File: config.mk
export PLATFORM = sky130hd
export DESIGN_NAME = mem_access_unit
export DESIGN_NICKNAME = d
export VERILOG_FILES = /design/src/rtl/mau_pkg.sv /design/src/rtl/lane_ext.sv /design/src/rtl/mem_access_unit.sv
export SDC_FILE = /design/constraint.sdc
export NUM_CORES = 1
export LEC_CHECK = 0
export CAP_MARGIN = 20
export CORE_MARGIN = 2
export CORE_UTILIZATION = 35
export CTS_CLUSTER_SIZE = 14
export DETAILED_ROUTE_END_ITERATION = 10
export PLACE_DENSITY = 0.59
export SETUP_SLACK_MARGIN = 0.05
export SYNTH_ARGS = -nofsm -noshare
export SYNTH_HDL_FRONTEND = slang
export SYNTH_HIERARCHICAL = 1
export SYNTH_SLANG_ARGS = --single-unit
File: constraint.sdc
create_clock -name clk -period 2.45 [get_ports clk]
set_input_delay 0.49 -clock clk [delete_from_list [all_inputs] [get_ports clk]]
set_output_delay 0.49 -clock clk [all_outputs]
set_load 0.02 [all_outputs]
File: src/rtl/mau_pkg.sv
// Package for the memory access unit.
// Holds the operation encoding, the FSM state type, the default data-memory
// limit and small decode helpers shared by the top and the lane sub-module.
package mau_pkg;

  typedef enum logic [2:0] {
    LW  = 3'd0,
    LH  = 3'd1,
    LHU = 3'd2,
    LB  = 3'd3,
    LBU = 3'd4,
    SW  = 3'd5,
    SH  = 3'd6,
    SB  = 3'd7
  } mau_op_e;

  typedef enum logic [1:0] {
    IDLE = 2'd0,
    RD   = 2'd1,
    WR   = 2'd2,
    RSP  = 2'd3
  } mau_state_e;

  localparam logic [31:0] ADDR_LIMIT_DEFAULT = 32'h0000_3000;

  function automatic logic is_load(input mau_op_e op);
    return (op == LW) || (op == LH) || (op == LHU) || (op == LB) || (op == LBU);
  endfunction

  // Word ops need a 4-byte aligned address, halfword ops a 2-byte aligned one.
  function automatic logic is_misaligned(input mau_op_e op, input logic [1:0] offset);
    case (op)
      LW, SW:      return offset != 2'b00;
      LH, LHU, SH: return offset[0];
      default:     return 1'b0;
    endcase
  endfunction

endpackage

File: src/rtl/lane_ext.sv
// Byte-lane logic for the memory access unit (purely combinational).
// Ports:
//   op          operation (mau_op_e encoding)
//   offset      byte offset within the word (addr[1:0])
//   load_word   word read from data memory, used for load extension
//   old_word    previously captured word, used as the base of a store merge
//   store_data  right-aligned store data
//   load_data   sign/zero-extended load result
//   store_word  full word to write back (only addressed lanes replaced)
module lane_ext
  import mau_pkg::*;
(
  input  logic [2:0]  op,
  input  logic [1:0]  offset,
  input  logic [31:0] load_word,
  input  logic [31:0] old_word,
  input  logic [31:0] store_data,
  output logic [31:0] load_data,
  output logic [31:0] store_word
);

  logic [7:0]  byte_sel;
  logic [15:0] half_sel;
  logic [31:0] store_rep;
  logic [3:0]  byte_en;

  // Store data replicated across the word so each lane can pick its own slice.
  always_comb begin
    store_rep = store_data;
    case (mau_op_e'(op))
      SH:      store_rep = {2{store_data[15:0]}};
      SB:      store_rep = {4{store_data[7:0]}};
      default: store_rep = store_data;
    endcase
  end

  for (genvar gi = 0; gi < 4; gi++) begin : g_lane
    localparam logic [1:0] LANE = 2'(gi);
    assign byte_en[gi] = (mau_op_e'(op) == SW)
                      || ((mau_op_e'(op) == SH) && (offset[1] == LANE[1]))
                      || ((mau_op_e'(op) == SB) && (offset == LANE));
    assign store_word[8*gi +: 8] = byte_en[gi] ? store_rep[8*gi +: 8] : old_word[8*gi +: 8];
  end

  always_comb begin
    byte_sel  = load_word[{offset, 3'b000} +: 8];
    half_sel  = load_word[{offset[1], 4'b0000} +: 16];
    load_data = '0;
    case (mau_op_e'(op))
      LW:      load_data = load_word;
      LH:      load_data = {{16{half_sel[15]}}, half_sel};
      LHU:     load_data = {16'h0000, half_sel};
      LB:      load_data = {{24{byte_sel[7]}}, byte_sel};
      LBU:     load_data = {24'h000000, byte_sel};
      default: load_data = '0;
    endcase
  end

endmodule

File: src/rtl/mem_access_unit.sv
// Load/store unit between the pipeline and a combinational-read data memory.
// Accepts one request at a time, checks alignment and range, performs the
// memory read and/or write (read-modify-write for SH/SB), then holds the
// response until the pipeline takes it.
// Ports:
//   clk, reset                  clock, synchronous active-low reset
//   req_valid/req_ready         request handshake (ready only in IDLE)
//   req_op/addr/wdata/pc        request fields, latched on accept
//   resp_valid/resp_ready       response handshake
//   resp_rdata/resp_err         extended load data / error flag
//   dm_we/addr/wdata/pc         data memory write strobe, word address, data, PC
//   dm_rdata                    data memory read word (combinational on dm_addr)
module mem_access_unit
  import mau_pkg::*;
#(
  parameter logic [31:0] ADDR_LIMIT = ADDR_LIMIT_DEFAULT
) (
  input  logic        clk,
  input  logic        reset,
  input  logic        req_valid,
  output logic        req_ready,
  input  logic [2:0]  req_op,
  input  logic [31:0] req_addr,
  input  logic [31:0] req_wdata,
  input  logic [31:0] req_pc,
  output logic        resp_valid,
  input  logic        resp_ready,
  output logic [31:0] resp_rdata,
  output logic        resp_err,
  output logic        dm_we,
  output logic [31:0] dm_addr,
  output logic [31:0] dm_wdata,
  output logic [31:0] dm_pc,
  input  logic [31:0] dm_rdata
);

  mau_state_e  state_reg, state_next;
  mau_op_e     op_reg;
  logic [31:0] addr_reg;
  logic [31:0] wdata_reg;
  logic [31:0] pc_reg;
  logic [31:0] word_reg;
  logic [31:0] rdata_reg;
  logic        err_reg;

  logic        req_err;
  logic [31:0] load_data;
  logic [31:0] store_word;

  assign req_err = is_misaligned(mau_op_e'(req_op), req_addr[1:0]) || (req_addr >= ADDR_LIMIT);

  // Loads extend the live memory word; stores merge into the word captured in RD.
  lane_ext u_lane_ext (
    .op         (op_reg),
    .offset     (addr_reg[1:0]),
    .load_word  (dm_rdata),
    .old_word   (word_reg),
    .store_data (wdata_reg),
    .load_data  (load_data),
    .store_word (store_word)
  );

  always_ff @(posedge clk) begin
    if (!reset) begin
      state_reg <= IDLE;
      op_reg    <= LW;
      addr_reg  <= '0;
      wdata_reg <= '0;
      pc_reg    <= '0;
      word_reg  <= '0;
      rdata_reg <= '0;
      err_reg   <= 1'b0;
    end else begin
      state_reg <= state_next;
      case (state_reg)
        IDLE: begin
          if (req_valid) begin
            op_reg    <= mau_op_e'(req_op);
            addr_reg  <= req_addr;
            wdata_reg <= req_wdata;
            pc_reg    <= req_pc;
            err_reg   <= req_err;
            rdata_reg <= '0;
          end
        end
        RD: begin
          word_reg <= dm_rdata;
          if (is_load(op_reg)) begin
            rdata_reg <= load_data;
          end
        end
        default: begin
        end
      endcase
    end
  end

  // Every output is forced low while reset is asserted, which also kills a
  // write strobe mid-WR so an aborted store never reaches memory.
  always_comb begin
    state_next = state_reg;
    req_ready  = 1'b0;
    resp_valid = 1'b0;
    resp_rdata = '0;
    resp_err   = 1'b0;
    dm_we      = 1'b0;
    dm_addr    = '0;
    dm_wdata   = '0;
    dm_pc      = '0;
    case (state_reg)
      IDLE: begin
        if (req_valid) begin
          if (req_err) begin
            state_next = RSP;
          end else if (mau_op_e'(req_op) == SW) begin
            state_next = WR;
          end else begin
            state_next = RD;
          end
        end
      end
      RD: begin
        state_next = ((op_reg == SH) || (op_reg == SB)) ? WR : RSP;
      end
      WR: begin
        state_next = RSP;
      end
      RSP: begin
        if (resp_ready) begin
          state_next = IDLE;
        end
      end
      default: begin
        state_next = IDLE;
      end
    endcase

    if (reset) begin
      case (state_reg)
        IDLE: req_ready = 1'b1;
        RD: begin
          dm_addr = {addr_reg[31:2], 2'b00};
          dm_pc   = pc_reg;
        end
        WR: begin
          dm_we    = 1'b1;
          dm_addr  = {addr_reg[31:2], 2'b00};
          dm_wdata = store_word;
          dm_pc    = pc_reg;
        end
        RSP: begin
          resp_valid = 1'b1;
          resp_rdata = rdata_reg;
          resp_err   = err_reg;
        end
        default: begin
        end
      endcase
    end
  end

endmodule
==> Word level (Yosys, flattened, before mapping) <==
Cells that the tools add are included.
{ "totals": {"regBits": 166, "n_memories": 0, "out_inout_bits": 132, "romBits": 0, "latch_bits": 0, "mem_bits_rw": 0, "wordCells": 94, "inputBits": 135} }
{ "classes": {"magnitude_cmp": 1, "multipliers": 0, "n_eq_ne": 20, "bitwise": 1, "div": 0, "n_addsub": 0, "shifts": 2, "mux": 32, "n_reduce_logical": 30} }
{ "ops": {"columns": ["cell", "n"], "rows": [
  ["32-bit 2-to-1 mux", 10],
  ["32-bit one-hot mux with 5 select lines", 1],
  ["32-bit one-hot mux with 2 select lines", 2],
  ["32-bit by 14-bit >= comparator with 1-bit output, second input constant", 1],
  ["8-bit 2-to-1 mux", 4],
  ["32-bit by 6-bit indexed part select with 16-bit output", 1],
  ["32-bit by 6-bit indexed part select with 8-bit output", 1],
  ["3-bit equality test, second input constant", 6],
  ["1-bit logical OR", 12],
  ["3-bit by 2-bit equality test with 1-bit output, second input constant", 3],
  ["1-bit 2-to-1 mux", 9],
  ["2-bit equality test, second input constant", 4],
  ["2-bit 2-to-1 mux", 4],
  ["2-bit one-hot mux with 4 select lines", 1],
  ["3-bit by 1-bit equality test with 1-bit output, second input constant", 2],
  ["1-bit logical AND", 6],
  ["3-bit zero test", 2],
  ["2-bit != test, second input constant", 3],
  ["2-bit by 1-bit equality test with 1-bit output, second input constant", 2],
  ["2-bit zero test", 2],
  ["2-bit AND reduction", 2],
  ["2-bit nonzero test", 2],
  ["2-bit OR reduction", 2],
  ["3-bit AND reduction", 1],
  ["3 further kinds", 3]
]} }

==> Logic depth before layout (Yosys ltp) <==
Gate-level depths: netlist of the first run.
{ "logic_depth": {"ltp_word": 7, "depth_mapped": 8, "ltp_nobuf": 6} }

==> Cells and area by module <==
The synthesis of the first run kept the hierarchy.
{ "modules_own_cells": {"columns": ["module", "area_each_um2", "instances", "cells_each"], "rows": [
  ["mem_access_unit", 6932.9, 1, 878],
  ["lane_ext", 1799.2, 1, 226]
]} }

==> Least setup slack after synthesis of the first run <==
OpenSTA, ideal clock, no wires.
{ "synth_path": {"path_kind": "flip-flop to output port", "start": "reg addr_reg[1]", "end": "out dm_wdata[0]", "slack_ns": 0.298, "stages_incl_launch_ff": 7, "t_arrival_ns": 1.662, "path_cell_list": "dfxtp_1 -> buf_2 -> buf_4 -> a21o_1 -> a21oi_2 -> mux2_2 -> and3_1"} }
{ "synth_between": {"elab_chain_len": 7} }
{ "synth_lines": {"columns": ["item", "line", "text"], "rows": [
  ["start: declaration", "mem_access_unit.sv:39", "logic [31:0] addr_reg;"],
  ["start signal: assignment", "mem_access_unit.sv:79", "addr_reg <= req_addr;"],
  ["1-bit inverter", "lane_ext.sv:40", "|| ((mau_op_e'(op) == SH) && (offset[1] == LANE[1]))"],
  ["1-bit logical AND", "lane_ext.sv:40", null],
  ["1-bit logical OR", "lane_ext.sv:40", null],
  ["1-bit logical OR *", "lane_ext.sv:41", "|| ((mau_op_e'(op) == SB) && (offset == LANE));"],
  ["8-bit 2-to-1 mux *", "lane_ext.sv:42", "assign store_word[8*gi +: 8] = byte_en[gi] ? store_rep[8*gi +: 8] : old_word[8*gi +: 8];"],
  ["named net store_word[0]", "mem_access_unit.sv:48", "logic [31:0] store_word;"],
  ["32-bit 2-to-1 mux *", "mem_access_unit.sv:139", "case (state_reg)"],
  ["32-bit 2-to-1 mux *", "mem_access_unit.sv:138", "if (reset) begin"],
  ["end: declaration", "mem_access_unit.sv:32", "output logic [31:0] dm_wdata,"]
]} }
Mark *: on every way through the listed nets, which the timed path passes. The rest lies on a longest branch.

==> Final worst setup path of the first run <==
{ "layout_path": {"start": "reg op_reg[0]", "end": "out dm_wdata[30]"} }
{ "layout_between": {"elab_chain_len": 7} }
{ "layout_lines": {"columns": ["item", "line", "text"], "rows": [
  ["start: declaration", "mem_access_unit.sv:38", "mau_op_e op_reg;"],
  ["start signal: assignment", "mem_access_unit.sv:78", "op_reg <= mau_op_e'(req_op);"],
  ["3-bit equality test", "lane_ext.sv:30, lane_ext.sv:40", null],
  ["1-bit logical AND", "lane_ext.sv:40", null],
  ["1-bit logical OR", "lane_ext.sv:40", null],
  ["1-bit logical OR", "lane_ext.sv:41", null],
  ["8-bit 2-to-1 mux *", "lane_ext.sv:42", null],
  ["named net store_word[30]", "mem_access_unit.sv:48", null],
  ["32-bit 2-to-1 mux *", "mem_access_unit.sv:139", null],
  ["32-bit 2-to-1 mux *", "mem_access_unit.sv:138", null]
]} }
Marks and branches as above.

==> results of run 1 <==
## kinds of logic (layout without fill, tap and decap cells)
family	count (synthesis)	count (layout)	synth area share
AOI/OAI and AO/OA	216	216	0.145
xor gates and xnor gates	1	1	0.00100
adders and majority gates	5	5	0.00716
buffers and inverters	106	354	0.0570
DFF	166	166	0.381
muxes	113	113	0.137
other	1	2	0.000429
and+or+nand+nor	496	496	0.273
## worst max-delay path: stages (launching register included)
cell	delay, ps
dfxtp_4	390
buf_6	120
buf_8	160
mux2i_2	260
o21ai_0	110
mux2_4	270
and3_4	180
buf_6	120
## area by class of cell
| cell class | count | area, um2 | share of cell area |
|---|---|---|---|
| well taps | 324 | 405 | 0.0318 |
| inverters | 6 | 25.0 | 0.00196 |
| repair buffers | 317 | 3150 | 0.246 |
| clock inverters | 12 | 143 | 0.0112 |
| clock buffers | 19 | 453 | 0.0355 |
| flip-flops and latches | 166 | 3340 | 0.262 |
| multi-input cells | 833 | 5250 | 0.411 |
## power breakdown
group          total (mW)  leakage, nW  internal, mW  switching, mW
Sequential           3.55         1.36          3.19          0.362
Combinational        4.53         4.03          1.94           2.59
Clock                2.77        0.291          1.57           1.20
## layout by cell type, fill, tap and decap left out, drive strengths merged, types with 4 or more instances in the layout
cell type and count:
buf 107, mux2 34, a211oi 10, inv 10, o21ai 11, clkbuf 22, clkdlybuf4s50 134, nor4 4
nor2 52, nand2 245, dfxtp 166, o22ai 15, and2 4, dlygate4sd2 45, nand3 37, or3 8
nor3b 4, clkinv 5, a21oi 144, clkdlybuf4s15 26, a221o 7, and3 128, mux2i 78, nand2b 6
a21o 18, ha 5
## repair_timing
item,4_1_cts,5_1_grt
pin swaps,7,1
gates resized for setup,456,39
endpoints found under the hold margin,0,0
endpoints found under the setup margin,130,45
setup buffers,2,0
gates cloned,2,0
## per-stage QoR
step / power, mW / instance area, um2 / utilization / std cells
2_1_floorplan: 6.24 / 8740 / - / 1105
3_3_place_gp: 7.78 / 11900 / 0.486 / 1642
3_5_place_dp: 7.79 / 11900 / 0.486 / 1642
4_1_cts: 10.9 / 12700 / 0.521 / 1677
5_1_grt: 11.5 / 12800 / 0.523 / 1677
6_report: 10.9 / 12800 / 0.523 / 1677
## layer usage
metal,global-route usage,vias up
li1,-,4295
met1,0.299,4045
met2,0.387,299
met3,0.0769,22
met4,0.0559,0
met5,0,-
## path summary, 6_finish.rpt
| kind | depth (start not counted) | from | endpoint | slack (ps) |
|---|---|---|---|---|
| min reg2reg | 2 | rdata_reg[11]$_SDFFE_PN0P_ | rdata_reg[11]$_SDFFE_PN0P_ | 450 |
| max | 7 | op_reg[0]$_SDFFE_PN0P_ | dm_wdata[30] | -60 |
| max reg2reg | 7 | op_reg[1]$_SDFFE_PN0P_ | rdata_reg[7]$_SDFFE_PN0P_ | 240 |
| min | 2 | rdata_reg[11]$_SDFFE_PN0P_ | rdata_reg[11]$_SDFFE_PN0P_ | 450 |
==> results.yml, run 1 <==
drt:
  antenna_left: 0
  vias_per_cell: 5.16
  dr_wl_met2_um: 14700
  top_layer_used: "met4"
  wl_met1_um: 13600
  first_iter_violations: 511
  wl_met3_um: 2550
  via_count: 8661
  finalWirelength_um: 31300
  drt_pass1_iterations: 5
  wl_per_cell_um: 18.7
  drcViolationCount: 0
critical_path:
  end_kind: "output pin"
  worstSetupPathType: "flip-flop to output pin"
  start_kind: "flip-flop"
  crit_arrival_ps: 2020
  cp_max_fo: 8
  required_ps: 1960
sta:
  relSlewSlack: 0.407
  rsz0062_at_grt: "true"
  setup_slack_ps: -64.4
  worstMarginPinSlew_ps: 885
  finalSetupTns_ps: -776
  fmax_mhz: 398
  setup_viol: 23
  finalCriticalPeriod_ps: 2510
  clock_skew_ps: 11.6
  final-max-slew-violation-count: 0
  hold_violations: 0
  fin_crit_sh: 1.03
  holdWs_ps: 447
worst_hold_path:
  hold_path_class: "flip-flop to flip-flop"
global_routing:
  globalRouteTotalUtil: 0.235
  antenna_found_initial: 1
  grt_pass1_wl_um: 48400
  grt_pass1_vias: 8495
  grt_max_degree: 63
  overflow: 0
run_status:
  outcome: "complete, but fails checks"
  violations: "setup timing"
synth:
  synth-edff-count: 0
  synth_most_common_cell: "nand2_1"
  synth_area_leader_cell: "dfxtp_1"
  yosys_warnings: 6
  synthTopCellsByArea: "dfxtp_1, nand2_1, and3_1"
  synth_seq_cells: 166
  synth_area_mm2: 0.00873
  synth-seq-area-share: 0.381
  synth.cells.most_frequent: "nand2_1, dfxtp_1, a21oi_1, and3_1, mux2i_1"
  syn-instance-count: 1104
  synthDistinctLibCells: 56
  avgSynthCellArea_um2: 7.91
  ys.flop_type: "dfxtp_1"
  synth-async-reset-ratio: 0
  synth_top_area_frac: 0.381
clock_tree:
  clock-root-buffer: "clkbuf_16"
  clock_tree.buffer_depth: 2
  htreeDepth: 4
  clk_pin_slew_ps: 70
  clk_latency_ps: 430
  hold_buffers: 0
  cts_buffers: 17
  clock_sinks: 166
  tritoncts: "done"
floorplan:
  placementRows: 57
  start_util: 0.358
  die_width_um: 162
  die_y_um: 162
  die-area_mm2: 0.0262
  io-pin-count: 267
  core-area_mm2: 0.0244
job:
  drv_cap: 0
placed_design:
  pre_cts_ws_ps: -116
  routabilityCongestion: 0.888
  hpwlAfterDp_um: 22000
  portBuffers: 264
power_and_ir_drop:
  p_per_area_mw_per_mm2: 851
  leakagePower_nw: 5.68
  peakVddDrop_mv: 0.580
layout:
  nFillCells: 2433
  antenna_cells: 0
  drive_above_1_share: 0.182
  fin_nets: 1481
  syn2layout_area_growth_pct: 46.2
No activity file was read; power rests on OpenSTA's default activity.
==> run 2, diff against run 1 <==
--- a/config.mk
+++ b/config.mk
@@ -8,9 +8,7 @@
 export CAP_MARGIN = 20
 export CORE_MARGIN = 2
 export CORE_UTILIZATION = 35
-export CTS_CLUSTER_SIZE = 14
 export DETAILED_ROUTE_END_ITERATION = 10
-export PLACE_DENSITY = 0.59
 export SETUP_SLACK_MARGIN = 0.05
 export SYNTH_ARGS = -nofsm -noshare
 export SYNTH_HDL_FRONTEND = slang
==> constraint.sdc (replaced) <==
create_clock -name clk -period 2.45 [get_ports clk]
set_input_delay 0.245 -clock clk [delete_from_list [all_inputs] [get_ports clk]]
set_output_delay 0.245 -clock clk [all_outputs]
set_load 0.02 [all_outputs]
==> results.yml, run 2 (same netlist as run 1, synthesis figures left out) <==
drt:
  drcViolationCount: 0
  via_count: 8610
  antenna_left: 0
  vias_per_cell: 5.19
  first_iter_violations: 496
  wl_per_cell_um: 18.2
  drt_pass1_iterations: 5
  finalWirelength_um: 30300
worst_hold_path:
  min_from: "req_pc[17]"
  whs_path_depth: 3
  hold_end: "pc_reg[17]$_SDFFE_PN0P_"
  hold_path_class: "primary input to flip-flop"
global_routing:
  grt_max_degree: 134
  globalRouteTotalUtil: 0.227
  grt_pass1_vias: 8272
  grt_pass1_wl_um: 46700
  overflow: 0
  antenna_found_initial: 0
power_and_ir_drop:
  peakVddDrop_mv: 0.489
  p_per_area_mw_per_mm2: 838
  leakagePower_nw: 5.45
  finalPower_mw: 10.2
floorplan:
  core-area_mm2: 0.0244
  die_width_um: 162
  start_util: 0.358
  placementRows: 57
  io-pin-count: 267
  die-area_mm2: 0.0262
  die_y_um: 162
sta:
  setup_viol: 0
  holdWs_ps: 356
  rsz0062_at_grt: "true"
  finalCriticalPeriod_ps: 2390
  final-max-slew-violation-count: 0
  clock_skew_ps: 8.76
  fmax_mhz: 419
  worstMarginPinSlew_ps: 568
  fin_crit_sh: 0.975
  setup_slack_ps: 60.7
  relSlewSlack: 0.620
  hold_violations: 0
critical_path:
  crit_arrival_ps: 2140
  cp_max_fo: 8
  worstSetupPathType: "flip-flop to output pin"
  end_kind: "output pin"
  r2r-start: "addr_reg[0]$_SDFFE_PN0P_"
  required_ps: 2200
  reg2reg_to: "rdata_reg[7]$_SDFFE_PN0P_"
  rr_worst_depth: 6
  start_kind: "flip-flop"
  regToRegSetupSlack_ps: 290
layout:
  final_common_cell: "nand2_1"
  fin_nets: 1463
  drive_above_1_share: 0.117
  mostFrequentLayoutCells: "nand2_1, clkdlybuf4s50_1, dfxtp_1, a21oi_1, and3_1"
  fin_util: 0.501
  syn2layout_area_growth_pct: 40.0
  fin_area_mm2: 0.0122
  antenna_cells: 0
clock_tree:
  clock-root-buffer: "clkbuf_16"
  clk_latency_ps: 430
  tritoncts: "done"
  htreeDepth: 4
  hold_buffers: 0
  clock_tree.buffer_depth: 2
  clock_sinks: 166
  cts_buffers: 17
  clk_pin_slew_ps: 70
placed_design:
  routabilityCongestion: 0.877
  pre_cts_ws_ps: 99.4
  portBuffers: 264
  place_area_mm2: 0.0117
  hpwlAfterDp_um: 21100
job:
  drv_cap: 0
run_status:
  outcome: "finished, final reports clean"
==> run 2: repair_timing <==
action | CTS | global route
pin swaps | 1 | 2
setup buffers | 1 | 0
gates resized for setup | 159 | 34
cloned | 0 | 1
setup endpoints to repair | 94 | 65
==> run 2: area by class of cell <==
class                      count  area, um2
clock buffer                  21        450
tap                          324        405
timing repair buffer         299       2920
inverter                       6       25.0
clock inverter                11       91.3
fill                        2453      12200
multi-input combinational    833       5010
sequential                   166       3330
==> run 2: critical path: stages, from the launching register on <==
cell and delay (ps):
dfxtp_4 390, buf_4 150, buf_12 140, mux2i_2 250
o21ai_1 100, mux2_2 260, and3_1 170, clkdlybuf4s15_2 250
==> run 2: worst max-delay path by stage <==
stage,slack (ps),to,cells after the start,from
global route,-20,dm_wdata[25],7,op_reg[0]$_SDFFE_PN0P_
global placement,100,dm_wdata[31],7,op_reg[0]$_SDFFE_PN0P_
finish,60,dm_wdata[25],7,op_reg[0]$_SDFFE_PN0P_
floorplan,540,dm_wdata[0],6,addr_reg[1]$_SDFFE_PN0P_
detailed placement,100,dm_wdata[6],6,op_reg[1]$_SDFFE_PN0P_
CTS,50,dm_wdata[11],6,op_reg[0]$_SDFFE_PN0P_
==> run 2: routing by layer <==
| metal | global-route usage | vias to the layer above | routed length [um] |
|---|---|---|---|
| met2 | 0.364 | 301 | 13900 |
| met4 | 0.0672 | 0 | 624 |
| li1 | - | 4265 | - |
| met1 | 0.298 | 4011 | 13400 |
| met5 | 0 | - | 0 |
| met3 | 0.0631 | 33 | 2390 |
==> run 2: power breakdown <==
part	internal, mW	switching (mW)	total (mW)
Clock	1.34	1.18	2.52
Sequential	3.19	0.347	3.53
Combinational	1.68	2.51	4.19
==> run 2: stage by stage <==
step                      setup TNS, ps  cells
final                                 0   1660
after global routing              -37.8   1660
after CTS                             0   1659
after detailed placement              0   1626
after global placement                0   1626
after floorplan                       0   1105
